File: src/rtl/controle_pkg.sv
// ============================================================================
//  Module : controle_pkg
//  Brief  : Opcodes, ALU encodings, FSM states and instruction classes for
//           the multicycle control unit.
//  Rev    : 1.0 - initial release
// ============================================================================
`default_nettype none

package controle_pkg;

  localparam logic [5:0] OP_ADD   = 6'd0;
  localparam logic [5:0] OP_SUB   = 6'd1;
  localparam logic [5:0] OP_AND   = 6'd2;
  localparam logic [5:0] OP_OR    = 6'd3;
  localparam logic [5:0] OP_MULT  = 6'd4;
  localparam logic [5:0] OP_MOVE  = 6'd5;
  localparam logic [5:0] OP_BEQ   = 6'd6;
  localparam logic [5:0] OP_BNEQ  = 6'd7;
  localparam logic [5:0] OP_SGT   = 6'd8;
  localparam logic [5:0] OP_SLT   = 6'd9;
  localparam logic [5:0] OP_BEQZ  = 6'd10;
  localparam logic [5:0] OP_BEQO  = 6'd11;
  localparam logic [5:0] OP_LOAD  = 6'd12;
  localparam logic [5:0] OP_STORE = 6'd13;
  localparam logic [5:0] OP_JUMP  = 6'd14;
  localparam logic [5:0] OP_DIV   = 6'd15;
  localparam logic [5:0] OP_HALT  = 6'd63;

  localparam logic [2:0] ULA_SEL_ADD   = 3'b000;
  localparam logic [2:0] ULA_SEL_SUB   = 3'b001;
  localparam logic [2:0] ULA_SEL_AND   = 3'b010;
  localparam logic [2:0] ULA_SEL_OR    = 3'b011;
  localparam logic [2:0] ULA_SEL_MULT  = 3'b100;
  localparam logic [2:0] ULA_SEL_DIV   = 3'b110;
  localparam logic [2:0] ULA_SEL_PASSA = 3'b111;

  localparam logic [2:0] ULA_COMP_NENHUM = 3'b000;
  localparam logic [2:0] ULA_COMP_BEQ    = 3'b001;
  localparam logic [2:0] ULA_COMP_BNEQ   = 3'b010;
  localparam logic [2:0] ULA_COMP_SGT    = 3'b011;
  localparam logic [2:0] ULA_COMP_SLT    = 3'b100;
  localparam logic [2:0] ULA_COMP_BEQZ   = 3'b101;
  localparam logic [2:0] ULA_COMP_BEQO   = 3'b111;

  typedef enum logic [2:0] {
    BUSCA      = 3'd0,
    DECODIFICA = 3'd1,
    EXECUTA    = 3'd2,
    MEMORIA    = 3'd3,
    ESCRITA    = 3'd4,
    PARADO     = 3'd5,
    ERRO       = 3'd6
  } estado_t;

  typedef enum logic [2:0] {
    CLS_ALU      = 3'd0,
    CLS_DESVIO   = 3'd1,
    CLS_SALTO    = 3'd2,
    CLS_CARGA    = 3'd3,
    CLS_ARMAZENA = 3'd4,
    CLS_PARADA   = 3'd5,
    CLS_ILEGAL   = 3'd6
  } classe_t;

endpackage

`default_nettype wire

File: src/rtl/decodificador_instrucao.sv
// ============================================================================
//  Module : decodificador_instrucao
//  Brief  : Combinational opcode -> {class, ALU op, ALU compare} decoder.
//           Macro UNIDADE_CONTROLE_DIV_EN makes opcode 15 (DIV) legal.
//  Rev    : 1.0 - initial release
// ============================================================================
`default_nettype none

module decodificador_instrucao
  import controle_pkg::*;
#(
  parameter int LARGURA_OPCODE = 6
) (
  input  logic [LARGURA_OPCODE-1:0] opcode,
  output classe_t                   classe,
  output logic [2:0]                ula_sel,
  output logic [2:0]                ula_comp
);

  always_comb begin
    classe   = CLS_ILEGAL;
    ula_sel  = ULA_SEL_ADD;
    ula_comp = ULA_COMP_NENHUM;
    case (opcode)
      LARGURA_OPCODE'(OP_ADD):   classe = CLS_ALU;
      LARGURA_OPCODE'(OP_SUB):   begin classe = CLS_ALU; ula_sel = ULA_SEL_SUB;   end
      LARGURA_OPCODE'(OP_AND):   begin classe = CLS_ALU; ula_sel = ULA_SEL_AND;   end
      LARGURA_OPCODE'(OP_OR):    begin classe = CLS_ALU; ula_sel = ULA_SEL_OR;    end
      LARGURA_OPCODE'(OP_MULT):  begin classe = CLS_ALU; ula_sel = ULA_SEL_MULT;  end
      LARGURA_OPCODE'(OP_MOVE):  begin classe = CLS_ALU; ula_sel = ULA_SEL_PASSA; end
      LARGURA_OPCODE'(OP_SGT):   begin classe = CLS_ALU; ula_sel = ULA_SEL_SUB; ula_comp = ULA_COMP_SGT; end
      LARGURA_OPCODE'(OP_SLT):   begin classe = CLS_ALU; ula_sel = ULA_SEL_SUB; ula_comp = ULA_COMP_SLT; end
      LARGURA_OPCODE'(OP_BEQ):   begin classe = CLS_DESVIO; ula_sel = ULA_SEL_SUB; ula_comp = ULA_COMP_BEQ;  end
      LARGURA_OPCODE'(OP_BNEQ):  begin classe = CLS_DESVIO; ula_sel = ULA_SEL_SUB; ula_comp = ULA_COMP_BNEQ; end
      LARGURA_OPCODE'(OP_BEQZ):  begin classe = CLS_DESVIO; ula_sel = ULA_SEL_SUB; ula_comp = ULA_COMP_BEQZ; end
      LARGURA_OPCODE'(OP_BEQO):  begin classe = CLS_DESVIO; ula_sel = ULA_SEL_SUB; ula_comp = ULA_COMP_BEQO; end
      LARGURA_OPCODE'(OP_LOAD):  classe = CLS_CARGA;
      LARGURA_OPCODE'(OP_STORE): classe = CLS_ARMAZENA;
      LARGURA_OPCODE'(OP_JUMP):  begin classe = CLS_SALTO; ula_sel = ULA_SEL_PASSA; end
`ifdef UNIDADE_CONTROLE_DIV_EN
      LARGURA_OPCODE'(OP_DIV):   begin classe = CLS_ALU; ula_sel = ULA_SEL_DIV; end
`endif
      LARGURA_OPCODE'(OP_HALT):  classe = CLS_PARADA;
      default:                   classe = CLS_ILEGAL;
    endcase
  end

endmodule

`default_nettype wire

File: src/rtl/unidade_controle.sv
// ============================================================================
//  Module : unidade_controle
//  Brief  : Multicycle control FSM: fetch handshake, decode, ALU sequencing,
//           memory access, writeback. Optional macro UNIDADE_CONTROLE_DIV_EN.
//  Rev    : 1.0 - initial release
// ============================================================================
`default_nettype none

module unidade_controle
  import controle_pkg::*;
#(
  parameter int LARGURA_OPCODE = 6,
  parameter int PC_PASSO       = 4
) (
  input  logic        clock,
  input  logic        reset_n,
  input  logic [31:0] instrucao,
  input  logic        mem_pronto,
  input  logic        zero,
  output logic        mem_le,
  output logic        mem_escreve,
  output logic        mem_end_fonte,
  output logic        ir_escreve,
  output logic        pc_incrementa,
  output logic        pc_carrega,
  output logic        reg_escreve,
  output logic        reg_dado_fonte,
  output logic [2:0]  ula_sel,
  output logic [2:0]  ula_comp,
  output logic        ula_fonte_b,
  output logic        parado,
  output logic        instr_ilegal
);

  if (LARGURA_OPCODE != 6 || PC_PASSO <= 0) begin : g_parametros_invalidos
    $error("unidade_controle: unsupported LARGURA_OPCODE/PC_PASSO");
  end

  estado_t                   r_estado;
  estado_t                   w_proximo;
  logic [LARGURA_OPCODE-1:0] r_opcode;
  classe_t                   w_classe;
  logic [2:0]                w_sel;
  logic [2:0]                w_comp;
  logic                      w_mem_op;
  logic                      w_unused_campos;

  assign w_unused_campos = ^instrucao[31-LARGURA_OPCODE:0];
  assign w_mem_op        = (w_classe == CLS_CARGA) || (w_classe == CLS_ARMAZENA);

  decodificador_instrucao #(
    .LARGURA_OPCODE (LARGURA_OPCODE)
  ) u_decodificador (
    .opcode   (r_opcode),
    .classe   (w_classe),
    .ula_sel  (w_sel),
    .ula_comp (w_comp)
  );

  always_ff @(posedge clock or negedge reset_n) begin
    if (!reset_n) begin
      r_estado <= BUSCA;
      r_opcode <= '0;
    end else begin
      r_estado <= w_proximo;
      if (r_estado == BUSCA && mem_pronto)
        r_opcode <= instrucao[31 -: LARGURA_OPCODE];
    end
  end

  always_comb begin
    w_proximo = r_estado;
    case (r_estado)
      BUSCA:      if (mem_pronto) w_proximo = DECODIFICA;
      DECODIFICA: begin
        case (w_classe)
          CLS_ILEGAL: w_proximo = ERRO;
          CLS_PARADA: w_proximo = PARADO;
          default:    w_proximo = EXECUTA;
        endcase
      end
      EXECUTA: begin
        case (w_classe)
          CLS_ALU:                w_proximo = ESCRITA;
          CLS_CARGA, CLS_ARMAZENA: w_proximo = MEMORIA;
          default:                w_proximo = BUSCA;
        endcase
      end
      MEMORIA: if (mem_pronto) w_proximo = (w_classe == CLS_CARGA) ? ESCRITA : BUSCA;
      ESCRITA: w_proximo = BUSCA;
      PARADO:  w_proximo = PARADO;
      ERRO:    w_proximo = ERRO;
      default: w_proximo = BUSCA;
    endcase
  end

  // Gated by reset_n so a mid-handshake reset drops every strobe at once.
  always_comb begin
    mem_le         = 1'b0;
    mem_escreve    = 1'b0;
    mem_end_fonte  = 1'b0;
    ir_escreve     = 1'b0;
    pc_incrementa  = 1'b0;
    pc_carrega     = 1'b0;
    reg_escreve    = 1'b0;
    reg_dado_fonte = 1'b0;
    ula_sel        = ULA_SEL_ADD;
    ula_comp       = ULA_COMP_NENHUM;
    ula_fonte_b    = 1'b0;
    parado         = 1'b0;
    instr_ilegal   = 1'b0;
    if (reset_n) begin
      case (r_estado)
        BUSCA: begin
          mem_le        = 1'b1;
          ir_escreve    = mem_pronto;
          pc_incrementa = mem_pronto;
        end
        EXECUTA: begin
          ula_sel     = w_sel;
          ula_comp    = w_comp;
          ula_fonte_b = w_mem_op;
          if (w_classe == CLS_DESVIO) pc_carrega = zero;
          if (w_classe == CLS_SALTO)  pc_carrega = 1'b1;
        end
        MEMORIA: begin
          ula_sel       = w_sel;
          ula_comp      = w_comp;
          ula_fonte_b   = 1'b1;
          mem_end_fonte = 1'b1;
          mem_le        = (w_classe == CLS_CARGA);
          mem_escreve   = (w_classe == CLS_ARMAZENA);
        end
        ESCRITA: begin
          ula_sel        = w_sel;
          ula_comp       = w_comp;
          ula_fonte_b    = (w_classe == CLS_CARGA);
          reg_escreve    = 1'b1;
          reg_dado_fonte = (w_classe == CLS_CARGA);
        end
        PARADO:  parado       = 1'b1;
        ERRO:    instr_ilegal = 1'b1;
        default: ;
      endcase
    end
  end

endmodule

`default_nettype wire

File: config.mk
export PLATFORM = sky130hd
export DESIGN_NAME = unidade_controle
export DESIGN_NICKNAME = d
export VERILOG_FILES = /design/src/rtl/controle_pkg.sv /design/src/rtl/decodificador_instrucao.sv /design/src/rtl/unidade_controle.sv
export SDC_FILE = /design/constraint.sdc
export NUM_CORES = 1
export LEC_CHECK = 0
export ABC_AREA = 1
export CORE_MARGIN = 3
export CORE_UTILIZATION = 35
export DETAILED_ROUTE_END_ITERATION = 8
export PLACE_DENSITY_LB_ADDON = 0.2
export SETUP_SLACK_MARGIN = 0.15
export SYNTH_ARGS = -nofsm -noshare
export SYNTH_HDL_FRONTEND = slang
export SYNTH_SLANG_ARGS = --single-unit
File: constraint.sdc
create_clock -name clock -period 1.9 [get_ports clock]
set_clock_uncertainty 0.15 [all_clocks]
set_input_delay 0.38 -clock clock [delete_from_list [all_inputs] [get_ports clock]]
set_output_delay 0.38 -clock clock [all_outputs]
set_load 0.1 [all_outputs]
==> key figures, run 1 <==
Run status
  • First Err: [ERROR DPL-0033] detailed placement checks failed during check placement.
  • Run status: stopped before the end
  • Fail Step: 5_1_grt

Die
  • Starting Density: between 30% and 40%
  • Die width: between 50 and 60 µm
  • Overall die height: about 54 µm
  • Top-Level Pins: between 50 and 60
  • Row cnt: 16

Yosys
  • Post-synth net total: 159
  • Unique cell type count in the Yosys netlist: 24
  • Post-Synthesis Cells: approximately 120
  • Yosys warnings: 0
  • Seq cells post-synth: 9
  • Sequential cell area fraction in the yosys report: approximately 28%
  • Netlist Area Pre-Place: slightly below 800 µm²
  • Mapped Avg Cell Area: around 6.5 µm²

Clock tree
  • Buffer depth of the longest clock path: 2
  • CTS H-tree lvls: 1
  • CTS root buffer: clkbuf_4
  • Sinks on Clock Net: 9
  • Num CTS Buffers: 3

Global routing
  • Initial antenna violation count: 0
  • Largest net degree at the start of global routing: 11

Placed design
  • Detailed placement HPWL: approximately 2200 µm
  • Global placement routability congestion: 0.9481
  • Cells after DPL: around 200
  • Dpl ws: -0.2924 ns
  • Port bufs: 26

Timing
  • WEP type: top-level output
  • GR repair worst EP: pc_carrega
synthesized netlist by cell type, drive strengths merged:
| cell type | count | area share (%) |
|---|---|---|
| a211oi | 1 | 0.95 |
| a21oi | 10 | 6.8 |
| buf | 3 | 3.8 |
| clkbuf | 1 | 0.47 |
| dfrtp | 9 | 28 |
| inv | 17 | 8.0 |
| mux2 | 2 | 3.3 |
| nand2 | 20 | 10 |
| nand3 | 13 | 8.2 |
| nand4 | 3 | 2.4 |
| nor2 | 30 | 17 |
| nor3 | 6 | 5.0 |
| nor4 | 1 | 0.79 |
| o21ai | 7 | 4.9 |
per-stage QoR:
step	TNS [ns]	util, %	instance area (µm²)
4_1_cts	-3.417	87.80	1810
3_3_place_gp	-2.915	77.67	1602
3_5_place_dp	-3.325	77.67	1602
2_1_floorplan	-3.329	-	987.2
what timing repair did:
item                                    in CTS
buffers inserted                            10
hold buffers                                 0
pin swaps                                   10
endpoints found under the setup margin      17
resized for setup                           28
cells by family after synthesis:
logic type / after synthesis / synth area share (%)
AND/OR/NAND/NOR: 73 / 43.46
buffers and inverters: 21 / 12.28
multiplexers: 2 / 3.306
AO/OA/AOI/OAI: 18 / 12.60
flip-flops: 9 / 28.35
==> inputs of run 2 (changes only) <==
--- a/config.mk
+++ b/config.mk
@@ -6,11 +6,10 @@
 export NUM_CORES = 1
 export LEC_CHECK = 0
 export ABC_AREA = 1
-export CORE_MARGIN = 3
-export CORE_UTILIZATION = 35
+export CORE_AREA = 3 3 64 66
 export DETAILED_ROUTE_END_ITERATION = 8
-export PLACE_DENSITY_LB_ADDON = 0.2
-export SETUP_SLACK_MARGIN = 0.15
+export DIE_AREA = 0 0 67 69
+export PLACE_DENSITY_LB_ADDON = 0.15
 export SYNTH_ARGS = -nofsm -noshare
 export SYNTH_HDL_FRONTEND = slang
 export SYNTH_SLANG_ARGS = --single-unit
==> run 2 against run 1 <==
  * The flow now finishes, with violations (setup timing)
  * Synthesized area is the same
  * Synthesized cell count is the same
==> key figures, run 2 <==
Run status
  • Run status: complete, but fails checks (was stopped before the end)
  • Failing checks: setup timing

Die
  • Row cnt: 22 (was 16)
  • Overall die height: 69 µm (was 53.65 µm)
  • Top-Level Pins: 53 (unchanged)
  • Die area: 4623 µm²
  • Core ar.: between 3000 and 4000 µm²
  • Die width: 67 µm (was 53.65 µm)
  • Starting Density: 21.87% (was 38.53%)

Detailed routing
  • WL met1: 1164 µm
  • Detail-routed via count per cell: approximately 4.5
  • Drt first pass iters: 4
  • Routed wire per std cell: 11.53 µm
  • WL met3: 88 µm
  • Initial DRC count: 23
  • Max layer used: met4
  • Total Wirelength: approximately 2700 µm
  • Residual DRC count: 0
  • Post-route ant nets: 0
  • Met2 WL post-DR: 1425 µm
  • Detailed-route via count: ~1000

Setup path
  • Register-to-register setup slack: roughly 0.22 ns
  • Crit Reg-Reg Startpoint: r_opcode[5]
  • CP required: ~1.4 ns
  • Crit path max fanout: 5
  • CP Class: flop to primary output
  • Worst r2r dst: r_estado[0]
  • Worst r2r path cells: 10
  • Worst setup SP type: flop
  • Arrival time worst endpoint: roughly 1.7 ns
  • CP endpoint kind: primary output

Yosys
  • Synth area leader: dfrtp_1 (unchanged)
  • Post-Synthesis Cells: 123 (unchanged)
  • Post-synth net total: 159 (unchanged)
  • Yosys warnings: 0 (unchanged)
  • Area share of the largest cell type after synthesis: 28.35% (unchanged)
  • FFs w/ async S/R, synth: 100.0% (unchanged)
  • Top FF cell, synth: dfrtp_1 (unchanged)
  • Post-synth EDFFs: 0 (unchanged)
  • Mapped Avg Cell Area: 6.459 µm² (unchanged)
  • Compound-Gate Fraction of Synth Area: 12.60% (unchanged)
  • Netlist Area Pre-Place: 794.5 µm² (unchanged)
  • XOR/XNOR share of the synthesized area: 0% (unchanged)
  • Synth area leaders: dfrtp_1 (28%), nor2_1 (11%), nand2_1 (8.5%), nand3_1 (8.2%), a21oi_1 (5.7%) (unchanged)
  • Synth Area in Simple Gates: 43.46% (unchanged)
  • List of most frequent post-synthesis cells: nor2_1 (23), nand2_1 (18), nand3_1 (13) (unchanged)
  • Sequential cell area fraction in the yosys report: 28.35% (unchanged)
  • Largest family of logic cells by synthesized area: simple AND/OR/NAND/NOR gates (unchanged)
  • Most frequent cell after synthesis: nor2_1 (unchanged)
  • Unique cell type count in the Yosys netlist: 24 (unchanged)
  • Seq cells post-synth: 9 (unchanged)
  • Adder-cell share of the synthesized area: 0% (unchanged)
  • Mux cell area share after synthesis: 3.307% (unchanged)

Pwr
  • Static leakage: roughly 0.81 nW
  • Pwr Total: around 2.6 mW
  • Pwr/cell area: 1381 nW/µm²
  • Maximum vdd drop: slightly below 0.6 mV

Global routing
  • Total grt overflow: 0
  • Largest net degree at the start of global routing: 12
  • Vias in the first global route: around 1100
  • First-pass GRT wire length: roughly 4400 µm
  • Total track usage: around an eighth
  • Initial antenna violation count: 0

Timing
  • Slew margin rel.: 79.20%
  • Slew Viols, Final: 0
  • Final-report hold violation count: 0
  • Hold WS: 0.07598 ns
  • Fin crit period: 2.204 ns
  • Period Utilization, post-route: 116.0%
  • Final Setup Violations: 13
  • Max Freq: roughly 450 MHz
  • Worst slew pin tran: 0.3096 ns
  • RSZ-0062 raised after global routing: true
  • Final Worst Setup Slack: -0.3042 ns
  • Setup TNS: -2.951 ns

Final layout
  • Largest Register: r_opcode
  • Fin nets: 224
  • Layout cells sized above 1: between 60% and 70%
  • P&R area growth vs syn: 140.3%
  • Max reg flops: 6
  • Biggest registers after layout: r_opcode: 6 flops, r_estado: 3 flops
  • Finished Layout Cells: between 200 and 250
  • Utilization after layout: 52.55%
  • Most common cell after layout, fill and taps aside: buf_4
  • Antenna diode count: 0
  • Commonest non-fill, non-tap cells in the layout: buf_4 (32), buf_12 (18), nand2_1 (15), nor2_4 (12), nor2_1 (10)

Placed design
  • Global placement routability congestion: 0.8296 (was 0.9481)
  • Port bufs: 26 (unchanged)
  • Detailed placement HPWL: 2149 µm (was 2208 µm)
  • Cells after DPL: 221 (was 197)

Min path
  • Hold WC Path Type: primary input to asynchronous set/reset pin

Clock tree
  • Num CTS Buffers: 3 (unchanged)
  • Skew-Pair Late Insertion Delay: about 0.23 ns
  • CTS tree: done
  • CTS root buffer: clkbuf_8 (was clkbuf_4)
  • Buffer depth of the longest clock path: 2 (unchanged)
  • Sinks on Clock Net: 9 (unchanged)
  • Reg clk slew, reported paths: 0.04 ns
  • CTS H-tree lvls: 1 (unchanged)
  • Cts hold-fix bufs: 0 (unchanged)

Job
  • Maximum capacitance violations: 0
[run 2: area by class of cell]
class                      instances  area [µm²]
sequential                         9       227.7
clock buffer                       4       45.04
multi-input combinational         93       734.5
fill                             338        1724
timing repair buffer              64       763.2
inverter                          17       78.83
tap                               48       60.06
[run 2: cell families after synthesis]
group / Yosys count
multiplexers: 2
AND/OR/NAND/NOR: 73
AO/OA/AOI/OAI: 18
buffers and inverters: 21
flip-flops: 9
[run 2: worst max-delay path by stage]
stage | slack [ns] | from | endpoint
2_1_floorplan | -0.43 | r_opcode[1] | ula_sel[2]
3_3_place_gp | -0.29 | reset_n | ula_sel[2]
3_5_place_dp | -0.29 | reset_n | ula_sel[2]
4_1_cts | -0.29 | r_opcode[5] | ula_sel[1]
5_1_grt | -0.38 | r_opcode[5] | ula_fonte_b
6_report | -0.30 | r_opcode[5] | ula_fonte_b
[run 2: metal layers]
metal / track usage, % / vias up
met3: 0.9772 / 4
met1: 13.89 / 492
met5: 0 / -
met2: 20.85 / 20
li1: - / 532
met4: 5.405 / 0
[run 2: critical path, stage by stage (launching register included)]
cell and delay (ns):
dfrtp_1 0.40, nor2_4 0.14, buf_4 0.13, clkbuf_16 0.12, nand2_1 0.07, nor2_2 0.14
o21ai_2 0.10, a21oi_4 0.15, buf_12 0.19
[run 2: per-stage QoR]
step | instance area, µm² | worst slack (ns)
2_1_floorplan | 968.4 | -0.4273
3_3_place_gp | 1634 | -0.2917
3_5_place_dp | 1634 | -0.2911
4_1_cts | 1753 | -0.2859
5_1_grt | 1909 | -0.3826
6_report | 1909 | -0.3042
[run 2: power breakdown]
group	leakage [nW]	internal (mW)	switching [mW]
logic	0.682	0.876	1.14
clock network	0.0228	0.146	0.0729
registers	0.103	0.287	0.114
total	0.808	1.31	1.33
[run 2: what timing repair did]
item                       CTS  global route
setup endpoints to repair   17            17
setup buffers                5             5
pin swaps                    6             8
gates cloned                 0             1
gates resized for setup     13            24
Note: power is estimated with default switching activity, not from simulation.
==> inputs of run 3 (changes only) <==
--- a/config.mk
+++ b/config.mk
@@ -7,6 +7,7 @@
 export LEC_CHECK = 0
 export ABC_AREA = 1
 export CORE_AREA = 3 3 64 66
+export CTS_BUF_LIST = sky130_fd_sc_hd__clkbuf_8
 export DETAILED_ROUTE_END_ITERATION = 8
 export DIE_AREA = 0 0 67 69
 export PLACE_DENSITY_LB_ADDON = 0.15
==> run 3 against run 2 <==
  * The run still ends with setup timing left
  * Die area did not move
  * Power down 0.21%
  * Count of clock-buffer cells in the layout down 1
  * Setup slack unchanged
  * Sequential share of layout area did not move
  * First-iteration DRC count stayed put
  * Final cell count unchanged
  * Largest cell class unchanged
  * Largest power group unchanged
==> key figures, run 3 (synthesized netlist as in run 2, its figures left out) <==
Pwr
  • Maximum vdd drop: 0.5907 mV (about the same)
  • Net Switching: 1.328 mW (about the same)
  • Pwr Total: 2.631 mW (was 2.637 mW)
  • Internal power: 1.304 mW (was 1.309 mW)
  • Sw Ratio: 50.46% (was 50.35%)
  • Comb power frac: 76.6% (was 76.5%)
  • Power share of the sequential group: 15.2% (about the same)
  • Static leakage: 0.8122 nW (was 0.8080 nW)
  • Clk pwr share: 8.1% (was 8.3%)
  • Pwr/cell area: 1378 nW/µm² (was 1381 nW/µm²)

Clock tree
  • CTS root buffer: clkbuf_8 (unchanged)
  • Num CTS Buffers: 3 (unchanged)
  • Skew-Pair Late Insertion Delay: 0.23 ns (about the same)
  • CTS H-tree lvls: 1 (unchanged)
  • Reg clk slew, reported paths: 0.04 ns (about the same)
  • Buffer depth of the longest clock path: 2 (unchanged)
  • CTS tree: done (unchanged)
  • Sinks on Clock Net: 9 (unchanged)

Run status
  • Run status: complete, but fails checks (unchanged)
  • Failing checks: setup timing (unchanged)

Detailed routing
  • Post-route ant nets: 0 (unchanged)
  • Initial DRC count: 23 (unchanged)
  • Detailed-route via count: 1048 (unchanged)
  • Total Wirelength: 2709 µm (was 2710 µm)
  • Detail-routed via count per cell: 4.460 (unchanged)
  • Routed wire per std cell: 11.53 µm (about the same)
  • Residual DRC count: 0 (unchanged)
  • Drt first pass iters: 4 (unchanged)

Setup path
  • Crit path max fanout: 5 (unchanged)
  • Worst r2r dst: r_estado[0] (unchanged)
  • CP endpoint kind: primary output (unchanged)
  • CP required: 1.37 ns (about the same)
  • Crit Reg-Reg Startpoint: r_opcode[5] (unchanged)
  • Register-to-register setup slack: 0.22 ns (about the same)
  • Arrival time worst endpoint: 1.67 ns (about the same)
  • CP Capture Point: ula_fonte_b (unchanged)
  • Worst r2r path cells: 10 (unchanged)
  • CP Class: flop to primary output (unchanged)
  • Worst setup SP type: flop (unchanged)
  • CP Launch Point: r_opcode[5] (unchanged)

Die
  • Overall die height: 69 µm (unchanged)
  • Top-Level Pins: 53 (unchanged)
  • Core ar.: 3633 µm² (unchanged)
  • Row cnt: 22 (unchanged)
  • Starting Density: 21.87% (unchanged)
  • Die width: 67 µm (unchanged)
  • Die area: 4623 µm² (unchanged)

Final layout
  • Commonest non-fill, non-tap cells in the layout: buf_4 (32), buf_12 (18), nand2_1 (15), nor2_4 (12), nor2_1 (10) (unchanged)
  • Layout cells sized above 1: 62.03% (unchanged)
  • Max reg flops: 6 (unchanged)
  • Most common cell after layout, fill and taps aside: buf_4 (unchanged)
  • Biggest registers after layout: r_opcode: 6 flops, r_estado: 3 flops (unchanged)
  • Antenna diode count: 0 (unchanged)
  • Fin nets: 224 (unchanged)
  • P&R area growth vs syn: 140.3% (unchanged)
  • Largest Register: r_opcode (unchanged)

Timing
  • Fin crit period: 2.204 ns (unchanged)
  • Slew margin rel.: 79.20% (unchanged)
  • Worst slew pin tran: 0.3096 ns (unchanged)
  • Final Worst Setup Slack: -0.3042 ns (unchanged)
  • Period Utilization, post-route: 116.0% (unchanged)
  • Slew Viols, Final: 0 (unchanged)
  • Max Freq: 453.7 MHz (unchanged)
  • Setup TNS: -2.951 ns (unchanged)
  • Final Setup Violations: 13 (unchanged)
  • Final-report hold violation count: 0 (unchanged)
  • RSZ-0062 raised after global routing: true (unchanged)

Global routing
  • Initial antenna violation count: 0 (unchanged)
  • Total grt overflow: 0 (unchanged)
  • Vias in the first global route: 1066 (unchanged)
  • Largest net degree at the start of global routing: 12 (unchanged)
  • Total track usage: 11.78% (unchanged)
  • First-pass GRT wire length: 4416 µm (unchanged)

Placed design
  • Global placement routability congestion: 0.8296 (unchanged)
  • Port bufs: 26 (unchanged)
  • Detailed placement HPWL: 2149 µm (unchanged)

Min path
  • Hold WC Path Type: primary input to asynchronous set/reset pin (unchanged)

Job
  • Maximum capacitance violations: 0 (unchanged)
run 3: how the worst min path moves through the flow:
stage / from / to
3_3_place_gp: r_opcode[2] / r_opcode[2]
5_1_grt: reset_n / r_estado[1]
4_1_cts: reset_n / r_estado[1]
3_5_place_dp: r_opcode[2] / r_opcode[2]
2_1_floorplan: reset_n / r_estado[0]
6_report: reset_n / r_estado[1]
run 3: what timing repair did:
| action | 4_1_cts | 5_1_grt |
|---|---|---|
| gates resized for setup | 13 | 24 |
| hold buffers | 0 | 0 |
| pin swaps | 6 | 8 |
| cloned | 0 | 1 |
| endpoints found under the setup margin | 17 | 17 |
| buffers inserted | 5 | 5 |
run 3: per-layer routing:
metal / share of wire, % / up-vias / global-route usage, %
met1: 43 / 492 / 13.89
met5: 0 / - / 0
met3: 3.2 / 4 / 0.9772
met4: 1.1 / 0 / 5.405
li1: - / 532 / -
met2: 53 / 20 / 20.85
run 3: worst max-delay path, cell delays in order (launching register included):
cell and delay (ns):
dfrtp_1 0.40, nor2_4 0.14, buf_4 0.13, clkbuf_16 0.12, nand2_1 0.07, nor2_2 0.14
o21ai_2 0.10, a21oi_4 0.15, buf_12 0.19
run 3: per-stage QoR:
stage	setup WS, ns	hold WS (ns)	instances	utilization (%)	cell area [µm²]
3_5_place_dp	-0.2911	0.4536	221	44.97	1634
3_3_place_gp	-0.2917	0.4240	221	44.97	1634
6_report	-0.3042	0.07598	235	52.55	1909
5_1_grt	-0.3826	0.1075	235	52.55	1909
2_1_floorplan	-0.4273	-0.06559	123	-	968.4
4_1_cts	-0.2859	0.07401	230	48.24	1753
run 3: power groups by stage:
stage | combinational (mW) | clock, mW | sequential, mW
2_1_floorplan | 1.04 | 0 | 0.386
3_3_place_gp | 1.63 | 0 | 0.375
3_5_place_dp | 1.65 | 0 | 0.380
4_1_cts | 1.76 | 0.224 | 0.378
5_1_grt | 2.16 | 0.234 | 0.414
6_report | 2.02 | 0.213 | 0.401
run 3: area by class of cell:
class	count	area, µm²
sequential	9	227.7
clock buffer	3	41.29
fill	338	1724
inverter	17	78.83
multi-input combinational	93	734.5
clock inverter	1	3.754
tap	48	60.06
timing repair buffer	64	763.2
==> inputs of run 4 (changes only) <==
==> constraint.sdc (replaced) <==
create_clock -name clock -period 2.3 [get_ports clock]
set_clock_uncertainty 0.15 [all_clocks]
set_input_delay 0.46 -clock clock [delete_from_list [all_inputs] [get_ports clock]]
set_output_delay 0.46 -clock clock [all_outputs]
set_load 0.1 [all_outputs]
==> run 4 against run 3 <==
  * Power fell by 32%
  * Hold slack improved by 0.35 ns
  * Core utilization fell by 8.2 points
  * Non-clock buffer count fell by 22
  * Combinational power fell by 37%
  * Via count fell by 9.7%
  * The flow still finishes with violations (setup timing)
  * Global-route usage fell by 1.3 points
==> key figures, run 4 (synthesized netlist as in run 2, its figures left out) <==
Clock tree
  • Reg clk slew, reported paths: 0.05 ns (was 0.04 ns)
  • Cts hold-fix bufs: 0 (unchanged)
  • CTS tree: done (unchanged)
  • Sinks on Clock Net: 9 (unchanged)
  • CTS root buffer: clkbuf_8 (unchanged)
  • Buffer depth of the longest clock path: 2 (unchanged)
  • CTS H-tree lvls: 1 (unchanged)
  • Num CTS Buffers: 3 (unchanged)
  • Skew-Pair Late Insertion Delay: 0.23 ns (about the same)

Timing
  • Worst slew pin tran: 0.4151 ns (was 0.3096 ns)
  • Final Worst Setup Slack: -0.01174 ns (was -0.3042 ns)
  • Hold WS: 0.4217 ns (was 0.07598 ns)
  • Slew Viols, Final: 0 (unchanged)
  • Final Setup Violations: 1 (was 13)
  • RSZ-0062 raised after global routing: true (unchanged)
  • Fin crit period: approximately 2.3 ns
  • Final-report hold violation count: 0 (unchanged)
  • Max Freq: roughly 430 MHz
  • Slew margin rel.: 72.11% (was 79.20%)
  • Period Utilization, post-route: 100.5%

Placed design
  • Global placement routability congestion: 0.8254 (was 0.8296)
  • Detailed placement HPWL: 1913 µm (was 2149 µm)
  • Port bufs: 26 (unchanged)
  • Dpl ws: -0.03802 ns (was -0.2911 ns)
  • Cells after DPL: 201 (was 221)

Job
  • Maximum capacitance violations: 0 (unchanged)

Die
  • Die width: 67 µm (unchanged)
  • Overall die height: 69 µm (unchanged)
  • Core ar.: 3633 µm² (unchanged)
  • Die area: 4623 µm² (unchanged)
  • Starting Density: 21.87% (unchanged)
  • Row cnt: 22 (unchanged)
  • Top-Level Pins: 53 (unchanged)

Final layout
  • Layout cells sized above 1: 53.94% (was 62.03%)
  • Largest Register: r_opcode (unchanged)
  • Max reg flops: 6 (unchanged)
  • Antenna diode count: 0 (unchanged)
  • Most common cell after layout, fill and taps aside: buf_12 (was buf_4)
  • Commonest non-fill, non-tap cells in the layout: buf_12 (17), nand2_1 (16), buf_4 (15), nor2_1 (14), nand3_1 (11) (was buf_4 (32), buf_12 (18), nand2_1 (15), nor2_4 (12), nor2_1 (10))
  • Fin nets: 202 (was 224)
  • Finished Layout Cells: 213 (was 235)
  • P&R area growth vs syn: 103.0% (was 140.3%)
  • Biggest registers after layout: r_opcode: 6 flops, r_estado: 3 flops (unchanged)

Global routing
  • Total track usage: 10.48% (was 11.78%)
  • First-pass GRT wire length: 3864 µm (was 4416 µm)
  • Initial antenna violation count: 0 (unchanged)
  • Vias in the first global route: 898 (was 1066)
  • Largest net degree at the start of global routing: 12 (unchanged)
  • Total grt overflow: 0 (unchanged)

Pwr
  • Maximum vdd drop: 0.4300 mV (was 0.5907 mV)
  • Pwr/cell area: 1117 nW/µm² (was 1378 nW/µm²)
  • Static leakage: 0.6840 nW (was 0.8122 nW)

Setup path
  • Critical-path top delay cell: dfrtp_2 (was dfrtp_1)
  • Worst setup SP type: flop (unchanged)
  • Slowest Stage Delay on Critical Path: 0.42 ns (was 0.40 ns)
  • Crit Reg-Reg Startpoint: r_opcode[3] (was r_opcode[5])
  • CP Launch Point: r_estado[1] (was r_opcode[5])
  • CP required: 1.69 ns (was 1.37 ns)
  • Crit path max fanout: 4 (was 5)
  • CP cell instances: inv_2, nand2_4, nor2_4, a21oi_4, nor2_4, nand2_4, nor3_4, buf_12 (was nor2_4, buf_4, clkbuf_16, nand2_1, nor2_2, o21ai_2, a21oi_4, buf_12)
  • CP endpoint kind: primary output (unchanged)
  • Arrival time worst endpoint: 1.70 ns (was 1.67 ns)
  • CP Class: flop to primary output (unchanged)

Run status
  • Failing checks: setup timing (unchanged)
  • Run status: complete, but fails checks (unchanged)

Detailed routing
  • Drt first pass iters: 4 (unchanged)
  • Routed wire per std cell: 11.25 µm (was 11.53 µm)
  • Detailed-route via count: 946 (was 1048)
  • Initial DRC count: 18 (was 23)
  • Detail-routed via count per cell: 4.441 (was 4.460)
  • Residual DRC count: 0 (unchanged)
  • Total Wirelength: 2397 µm (was 2709 µm)
  • Post-route ant nets: 0 (unchanged)

Min path
  • Hold WC Path Type: primary input to asynchronous set/reset pin (unchanged)
[run 4: cell count changes in the layout (fill, tap and decap cells not counted), moves of 2 or more]
cell	delta
buf_6	-2
nand3_1	+4
buf_4	-17
nand3_2	-2
nand3_4	-2
nor2_1	+4
nor2_4	-5
dfrtp_2	+3
dfrtp_1	-3
[run 4: metrics by stage]
step / total power, mW / utilization [%] / area (µm²) / TNS, ns
2_1_floorplan: 1.093 / - / 867.1 / -3.831
3_3_place_gp: 1.355 / 38.09 / 1384 / -0.1733
3_5_place_dp: 1.366 / 38.09 / 1384 / -0.1595
4_1_cts: 1.633 / 40.94 / 1488 / -0.009372
5_1_grt: 1.945 / 44.39 / 1613 / -0.5573
6_report: 1.801 / 44.39 / 1613 / -0.01174
[run 4: critical path: cells and delay by family (launching register included)]
kind	cells	cell delay, ns
and+or+nand+nor	5	0.67
DFF	1	0.42
AOI/OAI and AO/OA	1	0.08
buffers and inverters	2	0.29
[run 4: layout make-up]
class / instances / area [µm²]
fillers: 373 / 2021
multi-input cells: 93 / 654.4
repair buffers: 42 / 554.3
flip-flops and latches: 9 / 231.5
inverters: 17 / 66.31
well taps: 48 / 60.06
clock buffers: 3 / 41.29
clock inverters: 1 / 5.005
[run 4: path summary, 6_finish.rpt]
kind | slack (ns) | cells past startpoint | end
max | -0.01 | 8 | ula_comp[1]
min | 0.42 | 2 | r_opcode[1]
max reg2reg | 0.66 | 8 | r_estado[0]
min reg2reg | 0.42 | 1 | r_opcode[5]
max in group asynchronous | 1.43 | 2 | r_estado[2]
min in group clock | 0.42 | 1 | r_opcode[5]
[run 4: layer usage]
layer / up-vias / global-route usage, % / share of wire [%]
li1: 483 / - / -
met1: 438 / 12.93 / 43
met2: 23 / 16.81 / 51
met3: 2 / 2.606 / 5.0
met4: 0 / 4.730 / 0.71
met5: - / 0 / 0
[run 4: repair_timing]
item | in CTS | in global routing
pin swaps | 2 | 5
gates resized for setup | 12 | 23
setup endpoints to repair | 11 | 10
buffers inserted | 1 | 7
[run 4: where the power goes]
| group | leakage, nW | switching, mW | total [mW] | internal [mW] |
|---|---|---|---|---|
| Clock | 0.0255 | 0.0634 | 0.182 | 0.118 |
| Sequential | 0.100 | 0.105 | 0.347 | 0.241 |
| Combinational | 0.558 | 0.800 | 1.27 | 0.473 |
| Total | 0.684 | 0.969 | 1.80 | 0.833 |
